===== config.mk =====
export PLATFORM = sky130hd
export DESIGN_NAME = carry_select_adder_flat
export DESIGN_NICKNAME = d
export VERILOG_FILES = /design/src/rtl/carry_select_adder_if.sv /design/src/rtl/carry_select_adder.sv /design/src/flat_wrapper.sv
export SDC_FILE = /design/constraint.sdc
export NUM_CORES = 1
export LEC_CHECK = 0
export CAP_MARGIN = 20
export CORE_AREA = 2 2 39 41
export CTS_BUF_LIST = sky130_fd_sc_hd__clkbuf_16
export DETAILED_ROUTE_END_ITERATION = 10
export DIE_AREA = 0 0 41 43
export PLACE_DENSITY = 0.56
export SLEW_MARGIN = 10
export SYNTH_ARGS = -nofsm -noshare
export SYNTH_HDL_FRONTEND = slang
export SYNTH_SLANG_ARGS = --single-unit

===== constraint.sdc =====
create_clock -name clk -period 6.5 [get_ports clk]
set_input_delay 1.625 -clock clk [delete_from_list [all_inputs] [get_ports clk]]
set_output_delay 1.625 -clock clk [all_outputs]
set_load 0.05 [all_outputs]

===== src/rtl/carry_select_adder_if.sv =====
// Operand/result bundle for the registered carry-select adder.
// The master drives the operands and the slave returns the registered result.
interface carry_select_adder_if #(
  parameter int WIDTH = 4
);
  logic [WIDTH-1:0] a;
  logic [WIDTH-1:0] b;
  logic             cin;
  logic             in_valid;
  logic [WIDTH-1:0] sum;
  logic             cout;
  logic             out_valid;

  modport master (
    output a, b, cin, in_valid,
    input  sum, cout, out_valid
  );

  modport slave (
    input  a, b, cin, in_valid,
    output sum, cout, out_valid
  );
endinterface


===== src/rtl/carry_select_adder.sv =====
// Registered unsigned adder {cout, sum} = a + b + cin, built as a ripple base block
// followed by carry-select blocks; the result is registered with a valid flag.
module carry_select_adder #(
  parameter int WIDTH = 4,
  parameter int BLOCK = 2
) (
  input  logic                 clk,
  input  logic                 rst_n,
  carry_select_adder_if.slave  bus
);

  localparam int NBLK = (WIDTH + BLOCK - 1) / BLOCK;

  logic [WIDTH-1:0] sum_s;
  logic             cout_s;
  logic [WIDTH-1:0] sum_r;
  logic             cout_r;
  logic             out_valid_r;

  for (genvar k = 0; k < NBLK; k++) begin : g_blk
    localparam int LO = k * BLOCK;
    localparam int W  = ((WIDTH - LO) < BLOCK) ? (WIDTH - LO) : BLOCK;

    logic [W-1:0] x_s;
    logic [W-1:0] y_s;
    logic [W-1:0] bs_s;
    logic         co_s;

    assign x_s = bus.a[LO +: W];
    assign y_s = bus.b[LO +: W];

    if (k == 0) begin : g_ripple
      // Base block: plain ripple chain fed by the external carry-in
      always_comb begin : p_ripple
        logic c;
        c    = bus.cin;
        bs_s = '0;
        for (int i = 0; i < W; i++) begin
          bs_s[i] = x_s[i] ^ y_s[i] ^ c;
          c       = (x_s[i] & y_s[i]) | (c & (x_s[i] ^ y_s[i]));
        end
        co_s = c;
      end
    end else begin : g_select
      logic [W-1:0] s0_s;
      logic [W-1:0] s1_s;
      logic         c0_s;
      logic         c1_s;

      // Speculative chains for carry-in 0 and carry-in 1
      always_comb begin : p_dual
        logic k0;
        logic k1;
        k0   = 1'b0;
        k1   = 1'b1;
        s0_s = '0;
        s1_s = '0;
        for (int i = 0; i < W; i++) begin
          s0_s[i] = x_s[i] ^ y_s[i] ^ k0;
          k0      = (x_s[i] & y_s[i]) | (k0 & (x_s[i] ^ y_s[i]));
          s1_s[i] = x_s[i] ^ y_s[i] ^ k1;
          k1      = (x_s[i] & y_s[i]) | (k1 & (x_s[i] ^ y_s[i]));
        end
        c0_s = k0;
        c1_s = k1;
      end

      // Pick the speculative result using the resolved carry of the block below
      always_comb begin : p_mux
        if (g_blk[k-1].co_s) begin
          bs_s = s1_s;
          co_s = c1_s;
        end else begin
          bs_s = s0_s;
          co_s = c0_s;
        end
      end
    end

    assign sum_s[LO +: W] = bs_s;
  end

  assign cout_s = g_blk[NBLK-1].co_s;

  // Result register: capture on in_valid, otherwise hold the data and drop valid
  always_ff @(posedge clk) begin
    if (!rst_n) begin
      sum_r       <= '0;
      cout_r      <= 1'b0;
      out_valid_r <= 1'b0;
    end else if (bus.in_valid) begin
      sum_r       <= sum_s;
      cout_r      <= cout_s;
      out_valid_r <= 1'b1;
    end else begin
      out_valid_r <= 1'b0;
    end
  end

  assign bus.sum       = sum_r;
  assign bus.cout      = cout_r;
  assign bus.out_valid = out_valid_r;

endmodule


===== src/flat_wrapper.sv =====
// flat-port wrapper written by rule: the top's interface ports become plain ports
module carry_select_adder_flat 
#(
  parameter int WIDTH = 4,
  parameter int BLOCK = 2
)
  (clk, rst_n, bus_a, bus_b, bus_cin, bus_in_valid, bus_sum, bus_cout, bus_out_valid);
  carry_select_adder_if #(.WIDTH(WIDTH)) bus_i ();
  input  logic clk;
  input  logic rst_n;
  input wire logic [$bits(bus_i.a)-1:0] bus_a;
  input wire logic [$bits(bus_i.b)-1:0] bus_b;
  input wire logic [$bits(bus_i.cin)-1:0] bus_cin;
  input wire logic [$bits(bus_i.in_valid)-1:0] bus_in_valid;
  output wire logic [$bits(bus_i.sum)-1:0] bus_sum;
  output wire logic [$bits(bus_i.cout)-1:0] bus_cout;
  output wire logic [$bits(bus_i.out_valid)-1:0] bus_out_valid;
  assign bus_i.a = bus_a;
  assign bus_i.b = bus_b;
  assign bus_i.cin = bus_cin;
  assign bus_i.in_valid = bus_in_valid;
  assign bus_sum = bus_i.sum;
  assign bus_cout = bus_i.cout;
  assign bus_out_valid = bus_i.out_valid;
  carry_select_adder #(.WIDTH(WIDTH), .BLOCK(BLOCK)) u_core (.clk(clk), .rst_n(rst_n), .bus(bus_i));
endmodule

==> results of run 1 <==
## final cells by class
class                      instances  share of cell area
clock buffer                       3               0.127
inverter                           8              0.0506
multi-input combinational         19               0.300
sequential                         6               0.203
tap                               16              0.0338
timing repair buffer              17               0.287
## synth_stat cells
| library cell | instances |
|---|---|
| dfxtp_1 | 6 |
| fa_1 | 3 |
| a21oi_1 | 1 |
| mux2i_1 | 1 |
| nand2_1 | 4 |
| buf_6 | 1 |
| o211a_1 | 3 |
| nor2b_1 | 1 |
| ha_1 | 2 |
| inv_1 | 8 |
| and2_2 | 1 |
| o21ai_0 | 2 |
| xnor2_1 | 1 |
## cell families after synthesis
group	count (synthesis)	synth area share
and+or+nand+nor	6	0.0849
buffers and inverters	9	0.122
AOI/OAI and AO/OA	6	0.133
adders and majority gates	5	0.251
DFF	6	0.354
muxes	1	0.0295
xor gates and xnor gates	1	0.0258
## state kept, by name, indices dropped and copies added, names as in the netlist
signal and cells:
u_core.bus.sum 4, u_core.bus.cout 1, u_core.bus.out_valid 1
## worst max-delay path: cells and delay by family
kind / cells / cell delay, ps
AO/OA/AOI/OAI: 2 / 220
adder cells (fa/ha/maj): 3 / 1110
AND/OR/NAND/NOR: 1 / 50
buffers and inverters: 3 / 570
## metal layers
layer	share of wire	vias up
li1	-	144
met1	0.40	126
met2	0.48	11
met3	0.11	2
met4	0.016	0
met5	0	-
## power by group through the flow
stage                     clock network, µW  registers, µW  logic, µW
after floorplan                           0           53.7       11.4
after global placement                    0           42.4       37.3
after detailed placement                  0           42.3       37.5
after CTS                               100           41.9       37.9
after global routing                    102           42.2       40.7
final                                  97.8           41.8       37.2
## metrics by stage
step / hold WS (ps) / cell area (µm²)
floorplan: 743 / 339
global placement: 463 / 518
detailed placement: 469 / 518
CTS: 476 / 593
global route: 501 / 593
finish: 474 / 593
## how the worst max path moves through the flow
stage | startpoint | endpoint
global placement | bus_cin | u_core.bus.sum[3]$_SDFFE_PN0P_
CTS | bus_cin | u_core.bus.sum[3]$_SDFFE_PN0P_
detailed placement | bus_cin | u_core.bus.sum[3]$_SDFFE_PN0P_
finish | bus_cin | u_core.bus.sum[3]$_SDFFE_PN0P_
global route | bus_cin | u_core.bus.sum[3]$_SDFFE_PN0P_
floorplan | bus_cin | u_core.bus.sum[3]$_SDFFE_PN0P_
==> metrics.csv, run 1 <==
metric,value,unit
status,"complete, no violations",
hold_end,u_core.bus.sum[0]$_SDFFE_PN0P_,
rsz0062_at_grt,no,
setup_viol,0,
max_freq,288,MHz
hpwl,468,µm
final_util,0.429,
drv_slew,0,
final_common_cell,clkdlybuf4s50_1,
cts_tree,yes,
busiest_layer,met1,
hold_buffers,0,
antenna_found_initial,0,
regToRegStartpoint,u_core.bus.sum[2]$_SDFFE_PN0P_,
finalCritPeriodShare,0.534,
firstDrtPassIters,2,
dieWidth,41,µm
power.share.clock,0.553,
dp_cells,66,
r2r_slack,5880,ps
most-common-layout-cells,"clkdlybuf4s50_1, inv_1, dfxtp_1, nand2_1",
initial_core_util,0.245,
io_buffers,17,
numCtsBuffers,3,
arrival,3590,ps
max-cap-violations,0,
multiInputGateArea,178,µm²
clk_latency,230,ps
swShare,0.230,
synth_top_cell_area_share,0.354,
crit_top_cell,fa_1,
vdd_drop_max,114,µV
crit_chain,"clkdlybuf4s50_1, inv_1, fa_1, inv_1, fa_1, o21ai_0, fa_1, nand2_1, o211a_1",
switching_power,40.6,µW
antennaDiodeCount,0,
relSlewSlack,0.669,
ys_types,13,
drt_iter0_markers,4,
timing.final.crit_period,3470,ps
synthTopCellsByArea,"dfxtp_1, fa_1, o211a_1",
core_region_area,1380,µm²
use_met2,0.0813,
grtUsageTotal,0.0828,
hold_start,u_core.bus.sum[0]$_SDFFE_PN0P_,
ctsResizeCount,0,
synth_nets,51,
hold_viol_final,0,
cp-end-kind,flop,
worstRegToRegCells,2,
fin_tns_setup,0,ps
core.rowCount,14,
globalplace.congestion,0.628,
worstHoldPathType,flop to flop,
grt_max_degree,11,
syn_area,339,µm²
route.detailed.drc,0,
grt_first_pass_wirelength,883,µm
wirelength,607,µm
grtUsageMet3,0.0471,
vias_per_cell,4.10,
total_leakage_power,0.000287,µW
critPathMaxFanout,3,
synthesis.instances,34,
pre_cts_slack,2790,ps
tightest_slew,494,ps
powerDensity,298,nW/µm²
die_area,1760,µm²
yosys_warnings,0,
drive_above_1_share,0.0755,
avgSynthCellArea,9.97,µm²
ioPinCount,18,
r2r-end,u_core.bus.sum[2]$_SDFFE_PN0P_,
totalPowerFinal,177,µW
ys_seq_elements,6,
cts_sinks,6,
synth_top_area_cell,dfxtp_1,
fillers,155,
grt_pass1_vias,216,
nets,72,
ant_nets,0,
worstPathRequired,6620,ps
start_kind,primary input,
wire_per_inst,8.80,µm
vias,283,
path_class,primary input to flop,
seqPwrFrac,0.237,
clockBufferDepth,2,
postCtsSetupRepairBufs,0,
clk_pin_slew,30,ps
area_growth,74.9,%
cpPeakStageDelay,490,ps
power.internal,136,µW
seq_area,120,µm²
seq_area_frac_synth,0.354,
cp_slowest_cell,fa_1,
fin_skew,0,ps
die_y,43,µm
cts_root_buf,clkbuf_16,
grtUsageMet1,0.105,
finalWorstSetupSlack,3030,ps
comb_power_share,0.210,
htreeDepth,1,
finalNonFillerCells,69,
grt-ovfl-total,0,
worstHoldPathCells,1,
Note: power is estimated with default switching activity, not from simulation.
==> inputs of run 2 (changes only) <==
--- a/config.mk
+++ b/config.mk
@@ -10,7 +10,7 @@
 export CTS_BUF_LIST = sky130_fd_sc_hd__clkbuf_16
 export DETAILED_ROUTE_END_ITERATION = 10
 export DIE_AREA = 0 0 41 43
-export PLACE_DENSITY = 0.56
+export PLACE_DENSITY = 0.58
 export SLEW_MARGIN = 10
 export SYNTH_ARGS = -nofsm -noshare
 export SYNTH_HDL_FRONTEND = slang
==> constraint.sdc (replaced) <==
create_clock -name clk -period 3.1 [get_ports clk]
set_input_delay 0.775 -clock clk [delete_from_list [all_inputs] [get_ports clk]]
set_output_delay 0.775 -clock clk [all_outputs]
set_load 0.05 [all_outputs]
==> run 2 against run 1 <==
- highest routed layer is now met3
- largest power group unchanged
- cell area is the same
- count of clock-buffer cells in the layout unchanged
- routed wire length rose by 21%
- via count grew 2.5%
- combinational power grew 110%
- critical path type unchanged
- clock power up 110%
==> metrics.csv, run 2 (same netlist as run 1, synthesis figures left out) <==
metric,value,unit,change
crit_chain,"clkdlybuf4s50_1, inv_1, fa_1, inv_1, fa_1, o21ai_0, fa_1, nand2_1, o211a_1",,
setup_viol,0,,unchanged
max_freq,374,MHz,
die_area,1760,µm²,unchanged
grt-ovfl-total,0,,unchanged
cp_slowest_cell,fa_1,,
worstHoldPathCells,1,,unchanged
powerDensity,629,nW/µm²,+110%
hold_start,u_core.bus.cout$_SDFFE_PN0P_,,
area_growth,74.9,%,unchanged
wire_per_inst,10.6,µm,+21%
fin_skew,0,ps,unchanged
drv_slew,0,,unchanged
antenna_found_initial,0,,unchanged
dp_cells,66,,unchanged
cts_sinks,6,,unchanged
final_common_cell,clkdlybuf4s50_1,,
htreeDepth,1,,unchanged
nets,72,,unchanged
ant_nets,0,,unchanged
critPathTopFamily,adder cells,,
route.detailed.drc,0,,unchanged
path_class,primary input to flop,,
most-common-layout-cells,"clkdlybuf4s50_1, inv_1, dfxtp_1, nand2_1",,
core.rowCount,14,,unchanged
crit_top_cell,fa_1,,
antennaDiodeCount,0,,unchanged
vdd_drop_max,198,µV,+75%
globalplace.congestion,0.651,,+3.7%
r2r-end,u_core.bus.sum[2]$_SDFFE_PN0P_,,
finalNonFillerCells,69,,unchanged
numCtsBuffers,3,,unchanged
relSlewSlack,0.666,,-0.00296
initial_core_util,0.245,,unchanged
wirelength,734,µm,+21%
worstRegToRegCells,2,,unchanged
regToRegStartpoint,u_core.bus.sum[2]$_SDFFE_PN0P_,,
cts_root_buf,clkbuf_16,,
drt_iter0_markers,0,,-4
grt_max_degree,11,,unchanged
drive_above_1_share,0.0755,,unchanged
core_region_area,1380,µm²,unchanged
hold_end,u_core.bus.cout$_SDFFE_PN0P_,,
critPathMaxFanout,3,,unchanged
max-cap-violations,0,,unchanged
cp-end-kind,flop,,
rsz0062_at_grt,no,,
grt_pass1_vias,328,,+52%
firstDrtPassIters,1,,-1
grtUsageTotal,0.114,,+0.0308
worstPathRequired,3210,ps,-3410 ps
die_y,43,µm,unchanged
start_kind,primary input,,
hold_viol_final,0,,unchanged
seq_area,120,µm²,unchanged
postCtsSetupRepairBufs,0,,unchanged
status,"complete, no violations",,
startpoint,bus_cin,,
arrival,2790,ps,-800 ps
clockBufferDepth,2,,unchanged
worstHoldPathType,flop to flop,,
fillers,144,,-7.1%
io_buffers,17,,unchanged
r2r_slack,2480,ps,-3400 ps
largest_reg_flops,4,,unchanged
clk_pin_slew,30,ps,about the same
timing.final.crit_period,2670,ps,
cpPeakStageDelay,490,ps,about the same
clk_latency,220,ps,about the same
hpwl,610,µm,+31%
total_leakage_power,0.000287,µW,unchanged
ctsResizeCount,0,,unchanged
ioPinCount,18,,unchanged
multiInputGateArea,178,µm²,unchanged
dieWidth,41,µm,unchanged
tightest_slew,499,ps,+4.43 ps
grt_first_pass_wirelength,1.26,mm,+43%
cts_tree,yes,,
fin_tns_setup,0,ps,unchanged
finalCritPeriodShare,0.863,,
cp_num_buf_inv,3,,unchanged
vias,290,,+2.5%
hold_buffers,0,,unchanged
vias_per_cell,4.20,,+2.5%
-- run 2: cell counts in the layout (fill, tap and decap cells not counted) --
Identical to the previous run, type by type.
-- run 2: final cells by class --
type,count,area share
Multi-Input combinational cell,19,0.300
Timing Repair Buffer,17,0.287
Sequential cell,6,0.203
Clock buffer,3,0.127
Inverter,8,0.0506
Tap cell,16,0.0338
-- run 2: power breakdown --
| group | leakage [µW] | switching, µW | internal [µW] | total (µW) |
|---|---|---|---|---|
| combinational | 0.000200 | 43.5 | 36.0 | 79.5 |
| clock | 0.0000370 | 40.6 | 165 | 206 |
| sequential | 0.0000499 | 3.09 | 84.7 | 87.7 |
-- run 2: worst max-delay path by stage --
stage	end	slack, ps	depth (start not counted)
after CTS	u_core.bus.sum[3]$_SDFFE_PN0P_	400	9
after detailed placement	u_core.bus.sum[3]$_SDFFE_PN0P_	180	9
after floorplan	u_core.bus.sum[3]$_SDFFE_PN0P_	770	9
final	u_core.bus.sum[3]$_SDFFE_PN0P_	430	9
after global placement	u_core.bus.sum[3]$_SDFFE_PN0P_	250	9
after global routing	u_core.bus.sum[3]$_SDFFE_PN0P_	260	10
-- run 2: metrics by stage --
step	worst slack, ps	hold WS (ps)	area [µm²]	utilization	power [µW]
6_report	426	478	593	0.429	373
5_1_grt	264	496	593	0.429	389
4_1_cts	405	484	593	0.429	379
3_5_place_dp	179	466	518	0.374	169
3_3_place_gp	253	462	518	0.374	167
2_1_floorplan	773	743	339	-	136
-- run 2: per-layer routing --
layer | global-route usage | part of all wire
met4 | 0.0600 | 0
met2 | 0.188 | 0.60
met3 | 0.0471 | 0.067
met1 | 0.113 | 0.34
met5 | 0 | 0
